==> src/rtl/fairy_mem_stage.sv <==
// fairy_mem_stage: pipeline memory stage. Decodes load/store opcodes, runs a
// request/response handshake on the data SRAM port, extracts and extends load
// data, flags misaligned accesses and registers results towards writeback.
module fairy_mem_stage (
  input  logic        clk,
  input  logic        reset_n,
  input  logic [31:0] data_i,
  input  logic [31:0] op1_i,
  input  logic [31:0] inst_i,
  input  logic [31:0] pc_i,
  input  logic        overflow_i,
  input  logic        exception_i,
  output logic        data_sram_req,
  output logic        data_sram_wr,
  output logic [3:0]  data_sram_wstrb,
  output logic [31:0] data_sram_addr,
  output logic [31:0] data_sram_wdata,
  input  logic        data_sram_addr_ok,
  input  logic        data_sram_data_ok,
  input  logic [31:0] data_sram_rdata,
  output logic        stall_o,
  output logic [31:0] data_o,
  output logic [31:0] inst_o,
  output logic [31:0] pc_o,
  output logic        overflow_o,
  output logic        adel_o,
  output logic        ades_o
);

  typedef enum logic [1:0] {
    IDLE = 2'b00,
    REQ  = 2'b01,
    WAIT = 2'b10
  } state_t;

  localparam logic [1:0] SZ_BYTE = 2'd0;
  localparam logic [1:0] SZ_HALF = 2'd1;
  localparam logic [1:0] SZ_WORD = 2'd2;

  state_t      state;
  logic        cancel;

  logic        is_load;
  logic        is_store;
  logic [1:0]  size;
  logic        sgn;
  logic        mem_op;
  logic        misaligned;
  logic        mem_go;

  logic [31:0] nxt_data;
  logic [31:0] nxt_inst;
  logic [31:0] nxt_pc;
  logic        nxt_overflow;
  logic        nxt_adel;
  logic        nxt_ades;

  // Byte enables for a store of the given size at the given byte offset.
  function automatic logic [3:0] store_strobe(input logic [1:0] sz, input logic [1:0] off);
    logic [3:0] s;
    case (sz)
      SZ_BYTE: s = 4'b0001 << off;
      SZ_HALF: s = off[1] ? 4'b1100 : 4'b0011;
      SZ_WORD: s = 4'b1111;
      default: s = 4'b0000;
    endcase
    return s;
  endfunction

  // Store data replicated across all lanes so the strobes pick the right bytes.
  function automatic logic [31:0] store_data(input logic [1:0] sz, input logic [31:0] v);
    logic [31:0] w;
    case (sz)
      SZ_BYTE: w = {4{v[7:0]}};
      SZ_HALF: w = {2{v[15:0]}};
      default: w = v;
    endcase
    return w;
  endfunction

  // Select the addressed byte/half from the read word and extend it.
  function automatic logic [31:0] load_extract(input logic [31:0] rd, input logic [1:0] off,
                                               input logic [1:0] sz, input logic sx);
    logic [7:0]  b;
    logic [15:0] h;
    logic [31:0] r;
    b = rd[{off, 3'b000} +: 8];
    h = rd[{off[1], 4'b0000} +: 16];
    case (sz)
      SZ_BYTE: r = sx ? {{24{b[7]}}, b} : {24'h000000, b};
      SZ_HALF: r = sx ? {{16{h[15]}}, h} : {16'h0000, h};
      default: r = rd;
    endcase
    return r;
  endfunction

  // Opcode decode into load/store class, access size and signedness.
  always_comb begin
    is_load  = 1'b0;
    is_store = 1'b0;
    size     = SZ_WORD;
    sgn      = 1'b0;
    case (inst_i[31:26])
      6'b100000: begin is_load  = 1'b1; size = SZ_BYTE; sgn = 1'b1; end
      6'b100100: begin is_load  = 1'b1; size = SZ_BYTE; sgn = 1'b0; end
      6'b100001: begin is_load  = 1'b1; size = SZ_HALF; sgn = 1'b1; end
      6'b100101: begin is_load  = 1'b1; size = SZ_HALF; sgn = 1'b0; end
      6'b100011: begin is_load  = 1'b1; size = SZ_WORD; sgn = 1'b0; end
      6'b101000: begin is_store = 1'b1; size = SZ_BYTE; end
      6'b101001: begin is_store = 1'b1; size = SZ_HALF; end
      6'b101011: begin is_store = 1'b1; size = SZ_WORD; end
      default:   begin is_load  = 1'b0; is_store = 1'b0; end
    endcase
  end

  assign mem_op     = is_load | is_store;
  assign misaligned = ((size == SZ_HALF) && data_i[0]) ||
                      ((size == SZ_WORD) && (data_i[1:0] != 2'b00));
  assign mem_go     = mem_op & ~misaligned & ~exception_i;

  // SRAM request fields come straight from the held inputs, so they stay
  // stable for as long as the stage stalls in REQ.
  assign data_sram_req   = (state == REQ);
  assign data_sram_wr    = is_store;
  assign data_sram_addr  = {data_i[31:2], 2'b00};
  assign data_sram_wstrb = is_store ? store_strobe(size, data_i[1:0]) : 4'b0000;
  assign data_sram_wdata = store_data(size, op1_i);

  assign stall_o = ((state == IDLE) && mem_go) ||
                   (state == REQ) ||
                   ((state == WAIT) && !data_sram_data_ok);

  // Handshake FSM plus the cancel flag for responses that must be discarded.
  always_ff @(posedge clk or negedge reset_n) begin
    if (!reset_n) begin
      state  <= IDLE;
      cancel <= 1'b0;
    end else begin
      case (state)
        IDLE: begin
          cancel <= 1'b0;
          if (mem_go) state <= REQ;
          else        state <= IDLE;
        end
        REQ: begin
          // data_ok is ignored here; only the acceptance moves us on.
          if (data_sram_addr_ok)  state <= WAIT;
          else if (exception_i)   state <= IDLE;
          else                    state <= REQ;
        end
        WAIT: begin
          if (data_sram_data_ok) begin
            state  <= IDLE;
            cancel <= 1'b0;
          end else begin
            state  <= WAIT;
            cancel <= cancel | exception_i;
          end
        end
        default: begin
          state  <= IDLE;
          cancel <= 1'b0;
        end
      endcase
    end
  end

  // Next writeback values: completion, pass-through, or bubble by default.
  always_comb begin
    nxt_data     = 32'h0000_0000;
    nxt_inst     = 32'h0000_0000;
    nxt_pc       = 32'h0000_0000;
    nxt_overflow = 1'b0;
    nxt_adel     = 1'b0;
    nxt_ades     = 1'b0;
    if ((state == WAIT) && data_sram_data_ok) begin
      if (!(cancel || exception_i)) begin
        nxt_data     = is_load ? load_extract(data_sram_rdata, data_i[1:0], size, sgn) : data_i;
        nxt_inst     = inst_i;
        nxt_pc       = pc_i;
        nxt_overflow = overflow_i;
      end else begin
        nxt_data     = 32'h0000_0000;
      end
    end else if (!stall_o && !exception_i) begin
      nxt_data     = data_i;
      nxt_inst     = inst_i;
      nxt_pc       = pc_i;
      nxt_overflow = overflow_i;
      nxt_adel     = is_load & misaligned;
      nxt_ades     = is_store & misaligned;
    end else begin
      nxt_data     = 32'h0000_0000;
    end
  end

  // Writeback output registers.
  always_ff @(posedge clk or negedge reset_n) begin
    if (!reset_n) begin
      data_o     <= 32'h0000_0000;
      inst_o     <= 32'h0000_0000;
      pc_o       <= 32'h0000_0000;
      overflow_o <= 1'b0;
      adel_o     <= 1'b0;
      ades_o     <= 1'b0;
    end else begin
      data_o     <= nxt_data;
      inst_o     <= nxt_inst;
      pc_o       <= nxt_pc;
      overflow_o <= nxt_overflow;
      adel_o     <= nxt_adel;
      ades_o     <= nxt_ades;
    end
  end

endmodule

==> config.mk <==
export PLATFORM = sky130hd
export DESIGN_NAME = fairy_mem_stage
export DESIGN_NICKNAME = d
export VERILOG_FILES = /design/src/rtl/fairy_mem_stage.sv
export SDC_FILE = /design/constraint.sdc
export NUM_CORES = 1
export LEC_CHECK = 0
export ABC_AREA = 1
export BUFFER_PORTS_ARGS = -buffer_cell sky130_fd_sc_hd__buf_2
export CAP_MARGIN = 10
export CORE_AREA = 2 2 130 132
export CTS_CLUSTER_DIAMETER = 50
export DETAILED_ROUTE_END_ITERATION = 7
export DIE_AREA = 0 0 132 134
export MAX_ROUTING_LAYER = met4
export PLACE_DENSITY = 0.76
export SLEW_MARGIN = 20
export SYNTH_ARGS = -nofsm -noshare
export SYNTH_HDL_FRONTEND = slang
export SYNTH_SLANG_ARGS = --single-unit
==> constraint.sdc <==
create_clock -name clk -period 2.6 [get_ports clk]
set_input_delay 0.65 -clock clk [delete_from_list [all_inputs] [get_ports clk]]
set_output_delay 0.65 -clock clk [all_outputs]
set_load 0.1 [all_outputs]
### Yosys cells after proc, flatten, opt, wreduce, memory -nomap -nowiden

Index checks and enable logic that the tools add are counted.

* bits in registers: 102
* input bits: 166
* output and inout port bits: 170
* logic and storage cells: 87

* equal/unequal tests: 12
* bitwise gates (word level): 8
* reductions and logical operators: 21
* multiplexer cells: 35
* shift operators: 3

Operator list (number)
* $mux W32: 12
* $pmux W32 S2: 2
* $eq A6 B6 Y1 const B: 8
* $shiftx A32 B6 Y16: 1
* $shiftx A32 B6 Y8: 1
* $mux W1: 13
* $pmux W4 S3: 1
* $reduce_or A3 Y1: 3
* $mux W4: 2
* $logic_and A1 B1 Y1: 6
* $pmux W2 S3: 1
* $reduce_or A5 Y1: 1
* $and A1 B1 Y1: 4
* $eq A2 B1 Y1 const B: 2
* $eq A2 B2 Y1 const B: 2
* $logic_not A2 Y1: 2
* $logic_or A1 B1 Y1: 4
* $mux W2: 2
* $pmux W2 S2: 1
* $shl A1 B2 Y4 const A: 1
* $logic_not A1 Y1: 3
* $not A1 Y1: 2
* $or A1 B1 Y1: 2
* $pmux W1 S2: 1
* other kinds (2): 2

### Logic depth before layout (Yosys ltp)

Gate-level depths: netlist of the first run.

* depth after elaboration: 16
* gate-level depth with buffers: 13
* depth with buffers taken out: 11

### Worst setup path after synthesis of the first run

OpenSTA, ideal clock, no wires.

* kind: input to output
* from: in inst_i[28]
* to: out data_sram_wstrb[2]
* path buffers: 0
* stages: 5
* arrival: 3.297 ns
* required time: 1.950 ns
* setup slack: -1.347 ns
* cells stage by stage: inv_1 -> nand2_1 -> nor3_4 -> inv_1 -> a21oi_1

* elaborated cells on any way between the ends: 17

RTL lines
* start, declared: RTL line 9 `input logic [31:0] inst_i,`
* $eq A6 B6 Y1: RTL line 103 `case (inst_i[31:26])`
* $reduce_or A3 Y1 (no line) (*)
* $mux W1 (*): RTL line 103
* named net data_sram_wr: RTL line 14 `output logic data_sram_wr,`
* $mux W4 (*): RTL line 126 `assign data_sram_wstrb = is_store ? store_strobe(size, data_i[1:0]) : 4'b0000;`
* end, declared: RTL line 15 `output logic [3:0] data_sram_wstrb,`

The timed path passes the listed nets; every way through them passes the cells marked *.

### Worst setup path in the final report of the first run

* from: in inst_i[27]
* to: out data_sram_wdata[19]

* word-level cells in the longest chain between the ends: 5
* elaborated cells on any way between the ends: 12

RTL lines
* $eq A6 B6 Y1: RTL line 103
* $reduce_or A3 Y1 (no line)
* $pmux W2 S2 (*): RTL line 103
* $eq A2 B1 Y1 / $logic_not A2 Y1 (equally long branches): RTL line 73 `case (sz)`
* $pmux W32 S2 (*): RTL line 73
* end, declared: RTL line 17 `output logic [31:0] data_sram_wdata,`

Every way passes the cells marked *; elsewhere a longest branch is shown, timed or not.

==> summary.log, run 1 <==
qor: die.die_width 132 um
qor: setup_path.critPathCaptureType output port
qor: global_routing.grt_start_max_net_pins 99
qor: hold_path.hold_path.class in -> async
qor: cells_and_area.final_cell_mix sky130_fd_sc_hd__buf_2 (302), sky130_fd_sc_hd__nand2_1 (226), sky130_fd_sc_hd__dfrtp_1 (102)
qor: drt.drt_pre_antenna_iters 5
qor: cells_and_area.ff_latch_area 0.00255 mm2
qor: global_routing.grt_antenna_before_repair 4
qor: global_routing.global_route.overflow_total 0
qor: timing.setup_total_negative_slack 0 ns
qor: cells_and_area.finish.net_count 1234
qor: pwr.totalPowerFinal 5.22 mW
qor: placement.io_buffers 333
qor: status.run_status finished, final reports clean
qor: setup_path.worstSetupPathType in -> out
qor: timing.max-slew-margin-rel 53.5%
qor: drt.detail_route.wl_per_cell 16.1 um
qor: logic_synthesis.yosysWarnings 0
qor: die.floorplan_core_area 0.0163 mm2
qor: drt.aggregate_routed_wire_length 20900 um
qor: logic_synthesis.dominantRegCellSynth sky130_fd_sc_hd__dfrtp_1
qor: cells_and_area.area_of_the_multi_input_gates 0.00281 mm2
qor: cells_and_area.post_route_cells_drive_above_1_share 45.3%
qor: setup_path.setup.reg_to_reg.worst_slack 0.69 ns
qor: clocking.clock_latency_on_the_worst_skew_pair 0.35 ns
qor: timing.grt_setup_unrepaired false
qor: setup_path.start_kind input pin
qor: die.die-area 0.0177 mm2
qor: clocking.tritoncts done
qor: timing.report.final.hold_viol_count 0
qor: setup_path.cp.required 1.95 ns
qor: flow_run.max-cap-violations 0
qor: timing.period_utilization 97.3%
qor: timing.fmax 395 MHz
qor: clocking.cts_sinks 102
qor: drt.post_drt_via_cell_ratio 4.84
qor: timing.slew_viol_final 0
qor: drt.initialDrtViolationCount 377
qor: placement.place.detailed.hpwl 15900 um
qor: placement.globalplace.congestion 0.859
qor: logic_synthesis.synth_async_reset_ratio 100%
qor: global_routing.use_met1 28.3%
qor: global_routing.grt_pass1_vias 6086
qor: clocking.clock_tree.root_cell sky130_fd_sc_hd__clkbuf_16
qor: clocking.number_of_buffers_inserted_for_hold_repair_after_clock_tree_synthesis 0
qor: clocking.inserted_clock_buffers 9
qor: cells_and_area.area.growth.synth_to_final 44.2%
qor: logic_synthesis.postSynthCellCount 783
qor: global_routing.gr-usage-all-layers 23.7%
qor: timing.timing.final.setup_violations 0
qor: timing.layout_min_cycle_time 2.53 ns
qor: global_routing.grt.busiest_layer met2
qor: pwr.vdd_ir_drop_max 436 uV
qor: logic_synthesis.share_of_the_yosys_chip_area_belonging_to_registers 42.4%
qor: timing.fin_worst_skew 0.0123 ns
qor: logic_synthesis.synth_seq_cells 102
qor: clocking.clk_slew_on_worst_s_h_paths 0.07 ns
qor: cells_and_area.fin_util 53.3%
qor: setup_path.critical_path_peak_fanout 24
qor: logic_synthesis.netlist-cell-type-count 33
qor: drt.antenna_left 0
qor: pwr.power.leakage 4.95 nW
qor: logic_synthesis.synthesis.area_per_instance 7.69 um2
qor: global_routing.wire_length_of_the_first_global_routing_pass 31900 um
qor: logic_synthesis.netlist_top_cells_area sky130_fd_sc_hd__dfrtp_1 (42%), sky130_fd_sc_hd__nand2_1 (15%), sky130_fd_sc_hd__a21oi_2 (7.3%)
qor: cells_and_area.nFillCells 1515
qor: global_routing.groute.layer.met2.usage 39.8%
qor: logic_synthesis.post-synth-top-area-fraction 42.4%
qor: clocking.clk_path_buf_depth 2
qor: cells_and_area.most_frequent_standard_cell_in_the_layout_excluding_fill_and_tap_cells sky130_fd_sc_hd__buf_2
qor: global_routing.met3_grt_util 5.48%
qor: setup_path.arrival 1.88 ns
qor: die.top_level_pins 336
qor: logic_synthesis.synthDominantAreaCellType sky130_fd_sc_hd__dfrtp_1
qor: logic_synthesis.synthesis.area 0.00602 mm2
qor: die.placement_rows 47
qor: drt.route.vias.total 6273
qor: logic_synthesis.synth_enable_flop_cells 0
qor: timing.max_slew.worst_pin.slew 0.697 ns
qor: pwr.power-per-cell-area 601 mW/mm2
qor: die.die-height 134 um
qor: drt.drt_drc_violations_left 0
qor: clocking.number_of_h_tree_levels 3
qor: die.start_util 37.0%
## area by class of cell
cell class,instances,area share [%]
antenna,4,0.115
clock buffer,10,2.64
clock inverter,6,0.721
inverter,84,3.88
multi-input combinational,509,32.4
sequential,102,29.4
tap,220,3.17
timing repair buffer,362,27.7
## power by group
part	switching [mW]	total, mW	internal [mW]
registers	0.0241	1.71	1.69
clock network	0.653	1.33	0.678
logic	1.72	2.18	0.456
total	2.40	5.22	2.82
## synth_stat cells (14+ instances only)
cell and count:
sky130_fd_sc_hd__a21oi_2 50, sky130_fd_sc_hd__inv_1 78, sky130_fd_sc_hd__buf_4 41, sky130_fd_sc_hd__o21bai_1 14
sky130_fd_sc_hd__nor2_1 20, sky130_fd_sc_hd__dfrtp_1 102, sky130_fd_sc_hd__nand2_1 238, sky130_fd_sc_hd__clkbuf_1 32
sky130_fd_sc_hd__o21ai_0 68, sky130_fd_sc_hd__nand4_1 34, sky130_fd_sc_hd__a21oi_1 27, sky130_fd_sc_hd__nand3_1 16
## registers in the layout, indices dropped and copies added (netlist names)
register and cells:
inst_o 32, adel_o 1, pc_o 32, data_o 32
cancel 1, overflow_o 1, ades_o 1, state 2
## through the flow
| stage | setup WS [ns] | hold slack, ns | instances | cell area [um2] |
|---|---|---|---|---|
| after global placement | -0.00701 | 0.547 | 1274 | 8340 |
| after detailed placement | -0.0419 | 0.566 | 1274 | 8340 |
| after CTS | 0.0456 | 0.273 | 1290 | 8630 |
| after global routing | 0.000856 | 0.295 | 1297 | 8680 |
| final | 0.0711 | 0.276 | 1297 | 8680 |
| after floorplan | -0.519 | 0.354 | 784 | 6230 |
## worst max-delay path: stages
cell and delay [ns]:
sky130_fd_sc_hd__buf_2 0.17, sky130_fd_sc_hd__inv_1 0.12, sky130_fd_sc_hd__nand3_4 0.11, sky130_fd_sc_hd__buf_4 0.35, sky130_fd_sc_hd__nand2_1 0.16, sky130_fd_sc_hd__o21ai_4 0.10, sky130_fd_sc_hd__buf_12 0.19
## routing by layer
| metal | share of wire (%) | wire [um] |
|---|---|---|
| met3 | 7.3 | 1530 |
| met1 | 40 | 8420 |
| met2 | 50 | 10500 |
| met5 | 0 | 0 |
| met4 | 2.3 | 472 |
## timing repair
item | 4_1_cts | 5_1_grt
endpoints found under the hold margin | 0 | 0
endpoints found under the setup margin | 12 | 17
resized for setup | 1 | 4
cloned | 0 | 0
pin swaps | 0 | 2
setup buffers | 0 | 3
## cell families after synthesis
group	synth area share (%)
buffers and inverters	14.5
other	0.0623
AOI/OAI and AO/OA	18.8
and+or+nand+nor	24.3
DFF	42.4
## final timing paths
check / startpoint / endpoint / cells past startpoint
min in group clk: data_sram_addr_ok / state[0] / 2
min reg2reg: cancel / cancel / 2
max in group asynchronous: reset_n / pc_o[18] / 2
max: inst_i[27] / data_sram_wdata[19] / 7
min: reset_n / pc_o[10] / 1
max reg2reg: state[1] / pc_o[10] / 8
(Power assumes the default switching activity.)
==> run 2: changes to the inputs <==
--- a/config.mk
+++ b/config.mk
@@ -13,7 +13,7 @@
 export DETAILED_ROUTE_END_ITERATION = 7
 export DIE_AREA = 0 0 132 134
 export MAX_ROUTING_LAYER = met4
-export PLACE_DENSITY = 0.76
+export PLACE_DENSITY_LB_ADDON = 0.1
 export SLEW_MARGIN = 20
 export SYNTH_ARGS = -nofsm -noshare
 export SYNTH_HDL_FRONTEND = slang
==> run 2 against run 1 <==
Against the previous run:
- routed wire length is 2.8% lower
- via count is 3.0% lower
- total power is 1.2% lower
- final cell count is 0.46% lower
- die area stayed put
- design area is 0.59% lower
- hold slack worse by 0.083 ns
- non-clock buffer count is 4 lower
- sequential power hardly changed
- worst setup slack better by 0.023 ns
- sequential share of layout area is 0.17 points higher
- largest cell class unchanged
- largest power group unchanged
==> summary.log, run 2 (synthesis gave the netlist of run 1 again) <==
qor: timing.hold_slack 0.193 ns [-0.0834 ns]
qor: hold_path.hold_path.class in -> async
qor: timing.report.final.hold_viol_count 0 [unchanged]
qor: cells_and_area.post_route_cells_drive_above_1_share 45.0% [-0.30 points]
qor: timing.max_slew.worst_pin.slew 0.683 ns [-0.0137 ns]
qor: drt.antenna_left 0 [unchanged]
qor: clocking.cts_post_setup_buffers_inserted 0 [unchanged]
qor: pwr.vdd_ir_drop_max 290 uV [-34%]
qor: drt.drt_pre_antenna_iters 5 [unchanged]
qor: setup_path.cp.required 1.95 ns [about the same]
qor: setup_path.start_kind input pin
qor: die.floorplan_core_area 0.0163 mm2 [unchanged]
qor: timing.slew_viol_final 0 [unchanged]
qor: placement.post-place-ws -0.00287 ns [+0.0390 ns]
qor: global_routing.grt_pass1_vias 5769 [-5.2%]
qor: setup_path.critPathCaptureType output port
qor: setup_path.crit_chain buf_2 -> inv_12 -> nand2_4 -> inv_2 -> nor3_4 -> nor2_2 -> nor2_4 -> nor2_8 -> clkinvlp_4 -> buf_12
qor: global_routing.global_route.overflow_total 0 [unchanged]
qor: clocking.number_of_buffers_inserted_for_hold_repair_after_clock_tree_synthesis 0 [unchanged]
qor: placement.io_buffers 333 [unchanged]
qor: setup_path.critical_path.reg2reg.startpoint state[1]
qor: setup_path.worstSetupPathType in -> out
qor: cells_and_area.reg.largest.list data_o (32), inst_o (32), pc_o (32)
qor: setup_path.critical_path.max_stage_delay 0.29 ns [-0.06 ns]
qor: clocking.tritoncts done
qor: global_routing.grt_antenna_before_repair 2 [-2]
qor: setup_path.timing.critical_path.to stall_o
qor: cells_and_area.area.growth.synth_to_final 43.4%
qor: drt.detail_route.wl_per_cell 15.7 um [-2.3%]
qor: clocking.clk_slew_on_worst_s_h_paths 0.07 ns [about the same]
qor: die.placement_rows 47 [unchanged]
qor: pwr.power.leakage 4.91 nW [-0.78%]
qor: global_routing.grt_start_max_net_pins 99 [unchanged]
qor: status.run_status finished, final reports clean
qor: timing.period_utilization 96.4% [-0.88 points]
qor: timing.fmax 399 MHz [+0.91%]
qor: clocking.number_of_h_tree_levels 3 [unchanged]
qor: placement.globalplace.congestion 0.826 [-3.8%]
qor: cells_and_area.nFillCells 1630 [+7.6%]
qor: timing.grt_setup_unrepaired true
qor: die.die-height 134 um [unchanged]
qor: cells_and_area.stdcell_count 1291 [-0.46%]
qor: drt.post_drt_via_cell_ratio 4.71 [-2.5%]
qor: clocking.clock_tree.root_cell sky130_fd_sc_hd__clkbuf_16
qor: flow_run.max-cap-violations 0 [unchanged]
qor: pwr.power-per-cell-area 597 mW/mm2 [-0.61%]
qor: placement.post-place-cells 1273 [-0.078%]
qor: timing.setup_total_negative_slack 0 ns [unchanged]
qor: timing.max-slew-margin-rel 54.4% [+0.91 points]
qor: cells_and_area.fin_util 53.0% [-0.31 points]
qor: setup_path.timing.reg2reg.worst_path_depth 8 [unchanged]
qor: cells_and_area.final_cell_mix sky130_fd_sc_hd__buf_2 (302), sky130_fd_sc_hd__nand2_1 (227), sky130_fd_sc_hd__dfrtp_1 (102)
qor: timing.layout_min_cycle_time 2.51 ns [-0.0228 ns]
qor: setup_path.critPathLaunch inst_i[26]
qor: setup_path.arrival 1.86 ns [-0.02 ns]
qor: setup_path.critical_path_peak_fanout 6 [-75%]
qor: timing.timing.final.setup_violations 0 [unchanged]
qor: global_routing.gr-usage-all-layers 23.6% [-0.077 points]
qor: setup_path.setup.reg_to_reg.worst_slack 0.74 ns [+0.05 ns]
qor: placement.place.detailed.hpwl 15100 um [-4.5%]
qor: clocking.clk_path_buf_depth 2 [unchanged]
qor: clocking.cts_sinks 102 [unchanged]
qor: cells_and_area.finish.net_count 1230 [-0.32%]
qor: clocking.inserted_clock_buffers 9 [unchanged]
qor: die.top_level_pins 336 [unchanged]
qor: clocking.clock_latency_on_the_worst_skew_pair 0.35 ns [about the same]
qor: drt.aggregate_routed_wire_length 20300 um [-2.8%]
qor: setup_path.timing.critical_path.slowest_stage_cell sky130_fd_sc_hd__nor3_4
qor: timing.worst_slack 0.0939 ns [+0.0228 ns]
qor: drt.route.vias.total 6087 [-3.0%]
qor: drt.initialDrtViolationCount 426 [+13%]
qor: cells_and_area.most_frequent_standard_cell_in_the_layout_excluding_fill_and_tap_cells sky130_fd_sc_hd__buf_2
qor: die.die-area 0.0177 mm2 [unchanged]
qor: global_routing.wire_length_of_the_first_global_routing_pass 31600 um [-0.74%]
qor: timing.fin_worst_skew 0.0164 ns [+0.00417 ns]
qor: drt.drt_drc_violations_left 0 [unchanged]
qor: setup_path.worst_r2r_endpoint pc_o[6]
qor: die.die_width 132 um [unchanged]
qor: die.start_util 37.0% [unchanged]
==> run 2: cell count changes in the layout (fill, tap and decap cells not counted), sizes merged <==
cell / before / now
diode: 4 / 2
buf: 362 / 358
inv: 86 / 84
clkinvlp: 1 / 3
==> run 2: final cells by class <==
type | instances | area (um2) | share of cell area (%)
timing repair buffer | 358 | 2380 | 27.6
tap | 220 | 275 | 3.19
multi-input combinational | 509 | 2810 | 32.5
sequential | 102 | 2550 | 29.6
inverter | 84 | 337 | 3.90
antenna | 2 | 5.00 | 0.0580
clock buffer | 10 | 229 | 2.65
clock inverter | 6 | 45.0 | 0.522
==> run 2: where the power goes <==
group	switching (mW)	internal (mW)	total, mW
Clock	0.619	0.657	1.28
Sequential	0.0256	1.69	1.71
Combinational	1.71	0.456	2.17
==> run 2: metrics by stage <==
stage | instance area [um2] | total power [mW]
2_1_floorplan | 6230 | 3.39
3_3_place_gp | 8340 | 3.92
3_5_place_dp | 8340 | 3.92
4_1_cts | 8620 | 5.21
5_1_grt | 8630 | 5.36
6_report | 8630 | 5.16
==> run 2: worst min-delay path by stage <==
| stage | startpoint | endpoint | slack [ns] | cells after the start |
|---|---|---|---|---|
| after floorplan | reset_n | adel_o | 0.35 | 0 |
| after global placement | cancel | cancel | 0.55 | 2 |
| after detailed placement | cancel | cancel | 0.55 | 2 |
| after CTS | reset_n | pc_o[27] | 0.18 | 1 |
| after global routing | reset_n | pc_o[28] | 0.19 | 1 |
| final | reset_n | inst_o[11] | 0.19 | 1 |
==> run 2: timing repair <==
action                                 4_1_cts  5_1_grt
setup endpoints to repair                    3       16
resized for setup                            1        1
endpoints found under the hold margin        0        0
==> run 2: metal layers <==
layer  vias to the layer above  global-route usage (%)  part of all wire, %
li1                       3043                       -                    -
met1                      2764                    29.1                   42
met2                       272                    38.8                   49
met3                         8                    6.58                  7.9
met4                         0                    5.13                 0.64
met5                         -                       -                    0
==> run 2: critical path: cells and delay by family <==
family        cells  cell delay, ns
buf+inv           5            0.53
simple gates      5            0.67
==> run 3: changes to the inputs <==
==> constraint.sdc (replaced) <==
create_clock -name clk -period 2.6 [get_ports clk]
set_input_delay 0.65 -clock clk [delete_from_list [all_inputs] [get_ports clk]]
set_output_delay 0.65 -clock clk [all_outputs]
set_load 0.005 [all_outputs]
==> run 3 against run 2 <==
Against the previous run:
- hold slack improved by 0.017 ns
- final cell count increased by 0.31%
- register-to-register slack lost 0.03 ns
- sequential cell count is the same
- design area fell by 7.2%
- clock power up 12%
- routed wire length grew 1.7%
- via count grew 1.1%
- core utilization shrank 3.8 points
- critical path type unchanged
- largest power group is now sequential cells
==> summary.log, run 3 (synthesis gave the netlist of run 1 again) <==
qor: clocking.clk_slew_on_worst_s_h_paths 0.07 ns [about the same]
qor: setup_path.crit_chain buf_2 -> nand2_1 -> buf_4 -> nand3_4 -> inv_1 -> buf_4 -> o21ai_0 -> buf_2
qor: clocking.cts_sinks 102 [unchanged]
qor: setup_path.critPathTopFamily buffers and inverters
qor: cells_and_area.finish.net_count 1235 [+0.41%]
qor: global_routing.grt.busiest_layer met2
qor: clocking.number_of_buffers_inserted_for_hold_repair_after_clock_tree_synthesis 0 [unchanged]
qor: hold_path.hold_path.class in -> async
qor: timing.setup_total_negative_slack 0 ns [unchanged]
qor: clocking.cts_post_setup_buffers_inserted 0 [unchanged]
qor: clocking.clock_latency_on_the_worst_skew_pair 0.36 ns [about the same]
qor: cells_and_area.stdcell_count 1295 [+0.31%]
qor: die.floorplan_core_area 0.0163 mm2 [unchanged]
qor: timing.period_utilization 94.6% [-1.8 points]
qor: cells_and_area.post_route_cells_drive_above_1_share 42.5% [-2.5 points]
qor: setup_path.arrival 1.81 ns [-0.05 ns]
qor: global_routing.grt_pass1_vias 5877 [+1.9%]
qor: drt.aggregate_routed_wire_length 20600 um [+1.7%]
qor: flow_run.max-cap-violations 0 [unchanged]
qor: timing.grt_setup_unrepaired false
qor: setup_path.critPathLaunch inst_i[29]
qor: timing.fmax 407 MHz [+1.9%]
qor: setup_path.worst_r2r_endpoint pc_o[3]
qor: setup_path.cp.required 1.95 ns [about the same]
qor: placement.io_buffers 333 [unchanged]
qor: drt.drt_drc_violations_left 0 [unchanged]
qor: placement.post-place-cells 1278 [+0.39%]
qor: placement.place.detailed.hpwl 15900 um [+4.7%]
qor: pwr.power.leakage 4.76 nW [-3.1%]
qor: global_routing.grt_antenna_before_repair 1 [-1]
qor: setup_path.crit_buf_inv 5 [unchanged]
qor: timing.report.final.hold_viol_count 0 [unchanged]
qor: drt.antenna_left 0 [unchanged]
qor: drt.post_drt_via_cell_ratio 4.75 [+0.82%]
qor: drt.drt_pre_antenna_iters 5 [unchanged]
qor: global_routing.grt_start_max_net_pins 66 [-33%]
qor: setup_path.critical_path.max_stage_delay 0.27 ns [-0.02 ns]
qor: timing.hold_slack 0.210 ns [+0.0171 ns]
qor: global_routing.wire_length_of_the_first_global_routing_pass 32000 um [+1.0%]
qor: cells_and_area.final_cell_mix sky130_fd_sc_hd__buf_2 (332), sky130_fd_sc_hd__nand2_1 (236), sky130_fd_sc_hd__dfrtp_1 (102)
qor: global_routing.met3_grt_util 5.40% [-1.2 points]
qor: setup_path.critical_path.reg2reg.startpoint state[1]
qor: timing.layout_min_cycle_time 2.46 ns [-0.0463 ns]
qor: placement.globalplace.congestion 0.903 [+9.2%]
qor: drt.detail_route.wl_per_cell 15.9 um [+1.3%]
qor: setup_path.timing.critical_path.to data_sram_wdata[11]
qor: timing.slew_viol_final 0 [unchanged]
qor: setup_path.timing.reg2reg.worst_path_depth 8 [unchanged]
qor: setup_path.critical_path_peak_fanout 6 [unchanged]
qor: timing.max_slew.worst_pin.slew 0.862 ns [+0.178 ns]
qor: die.top_level_pins 336 [unchanged]
qor: setup_path.setup.reg_to_reg.worst_slack 0.71 ns [-0.03 ns]
qor: die.die-area 0.0177 mm2 [unchanged]
qor: cells_and_area.most_frequent_standard_cell_in_the_layout_excluding_fill_and_tap_cells sky130_fd_sc_hd__buf_2
qor: pwr.power-per-cell-area 490 mW/mm2 [-18%]
qor: die.start_util 37.0% [unchanged]
qor: cells_and_area.reg.largest.list data_o (32), inst_o (32), pc_o (32)
qor: die.placement_rows 47 [unchanged]
qor: drt.route.vias.total 6156 [+1.1%]
qor: global_routing.use_met1 28.7% [-0.43 points]
qor: die.die-height 134 um [unchanged]
qor: timing.timing.final.setup_violations 0 [unchanged]
qor: clocking.clk_path_buf_depth 2 [unchanged]
qor: cells_and_area.ff_latch_area 0.00255 mm2 [unchanged]
qor: drt.initialDrtViolationCount 447 [+4.9%]
qor: setup_path.worstSetupPathType in -> out
qor: timing.fin_worst_skew 0.00957 ns [-0.00686 ns]
qor: pwr.vdd_ir_drop_max 314 uV [+8.5%]
qor: global_routing.global_route.overflow_total 0 [unchanged]
qor: setup_path.start_kind input pin
qor: clocking.tritoncts done
qor: cells_and_area.nFillCells 1704 [+4.5%]
qor: status.run_status finished, final reports clean
qor: timing.max-slew-margin-rel 42.5% [-12 points]
qor: die.die_width 132 um [unchanged]
qor: cells_and_area.area.growth.synth_to_final 33.0%
qor: cells_and_area.area_of_the_multi_input_gates 0.00263 mm2 [-6.4%]
qor: global_routing.gr-usage-all-layers 23.7% [+0.11 points]
qor: clocking.number_of_h_tree_levels 3 [unchanged]
qor: setup_path.timing.critical_path.slowest_stage_cell sky130_fd_sc_hd__o21ai_0
qor: setup_path.critPathCaptureType output port
qor: setup_path.timing.critical_path.depth 8 [-2]
qor: global_routing.groute.layer.met2.usage 40.1% [+1.3 points]
qor: clocking.clock_tree.root_cell sky130_fd_sc_hd__clkbuf_16
qor: clocking.inserted_clock_buffers 9 [unchanged]
==> run 3: cell count changes in the layout (fill, tap and decap cells not counted), sizes merged <==
cell and delta:
diode -1, clkinvlp -3, inv +1, clkinv +1, buf +5, bufinv +1
==> run 3: final cells by class <==
| cell class | count | share of cell area, % |
|---|---|---|
| clock inverter | 6 | 0.953 |
| clock buffer | 10 | 2.99 |
| inverter | 84 | 3.94 |
| tap | 220 | 3.44 |
| multi-input combinational | 509 | 32.8 |
| antenna | 1 | 0.0313 |
| sequential | 102 | 31.9 |
| timing repair buffer | 363 | 24.0 |
==> run 3: worst min path at each step <==
stage	from	endpoint	slack [ns]
after floorplan	reset_n	adel_o	0.35
after global placement	cancel	cancel	0.56
after detailed placement	cancel	cancel	0.56
after CTS	reset_n	pc_o[8]	0.21
after global routing	reset_n	pc_o[6]	0.22
final	reset_n	pc_o[9]	0.21
==> run 3: per-layer routing <==
metal / part of all wire [%] / vias up
li1: - / 3052
met1: 42 / 2820
met2: 50 / 261
met3: 6.6 / 23
met4: 1.6 / 0
met5: 0 / -
==> run 3: worst reg2reg max path, cell delays in order (launching register included) <==
cell and delay, ns:
sky130_fd_sc_hd__dfrtp_1 0.43, sky130_fd_sc_hd__nor2_1 0.28, sky130_fd_sc_hd__inv_1 0.10, sky130_fd_sc_hd__nand2_1 0.17, sky130_fd_sc_hd__nor2_8 0.06, sky130_fd_sc_hd__buf_4 0.17
sky130_fd_sc_hd__nand2_4 0.12, sky130_fd_sc_hd__buf_4 0.30, sky130_fd_sc_hd__a21oi_1 0.12
==> run 3: per-stage QoR <==
| stage | util [%] | setup WS [ns] | total power [mW] | cell area (um2) |
|---|---|---|---|---|
| 6_report | 49.1 | 0.140 | 3.92 | 8010 |
| 4_1_cts | 49.1 | 0.0850 | 3.97 | 8000 |
| 3_3_place_gp | 47.1 | 0.113 | 2.53 | 7680 |
| 3_5_place_dp | 47.1 | 0.0934 | 2.53 | 7680 |
| 5_1_grt | 49.1 | 0.0186 | 4.12 | 8010 |
| 2_1_floorplan | - | 0.329 | 2.14 | 6020 |
==> run 3: repair_timing <==
action,CTS,global route
endpoints found under the setup margin,0,3
resized for setup,0,2
endpoints found under the hold margin,0,0
==> run 3: report_power, final <==
group          leakage, nW  total, mW  internal, mW  switching [mW]
Clock                0.155       1.43         0.789           0.638
Sequential            1.33       1.71          1.69          0.0243
Combinational         3.28      0.784         0.336           0.448
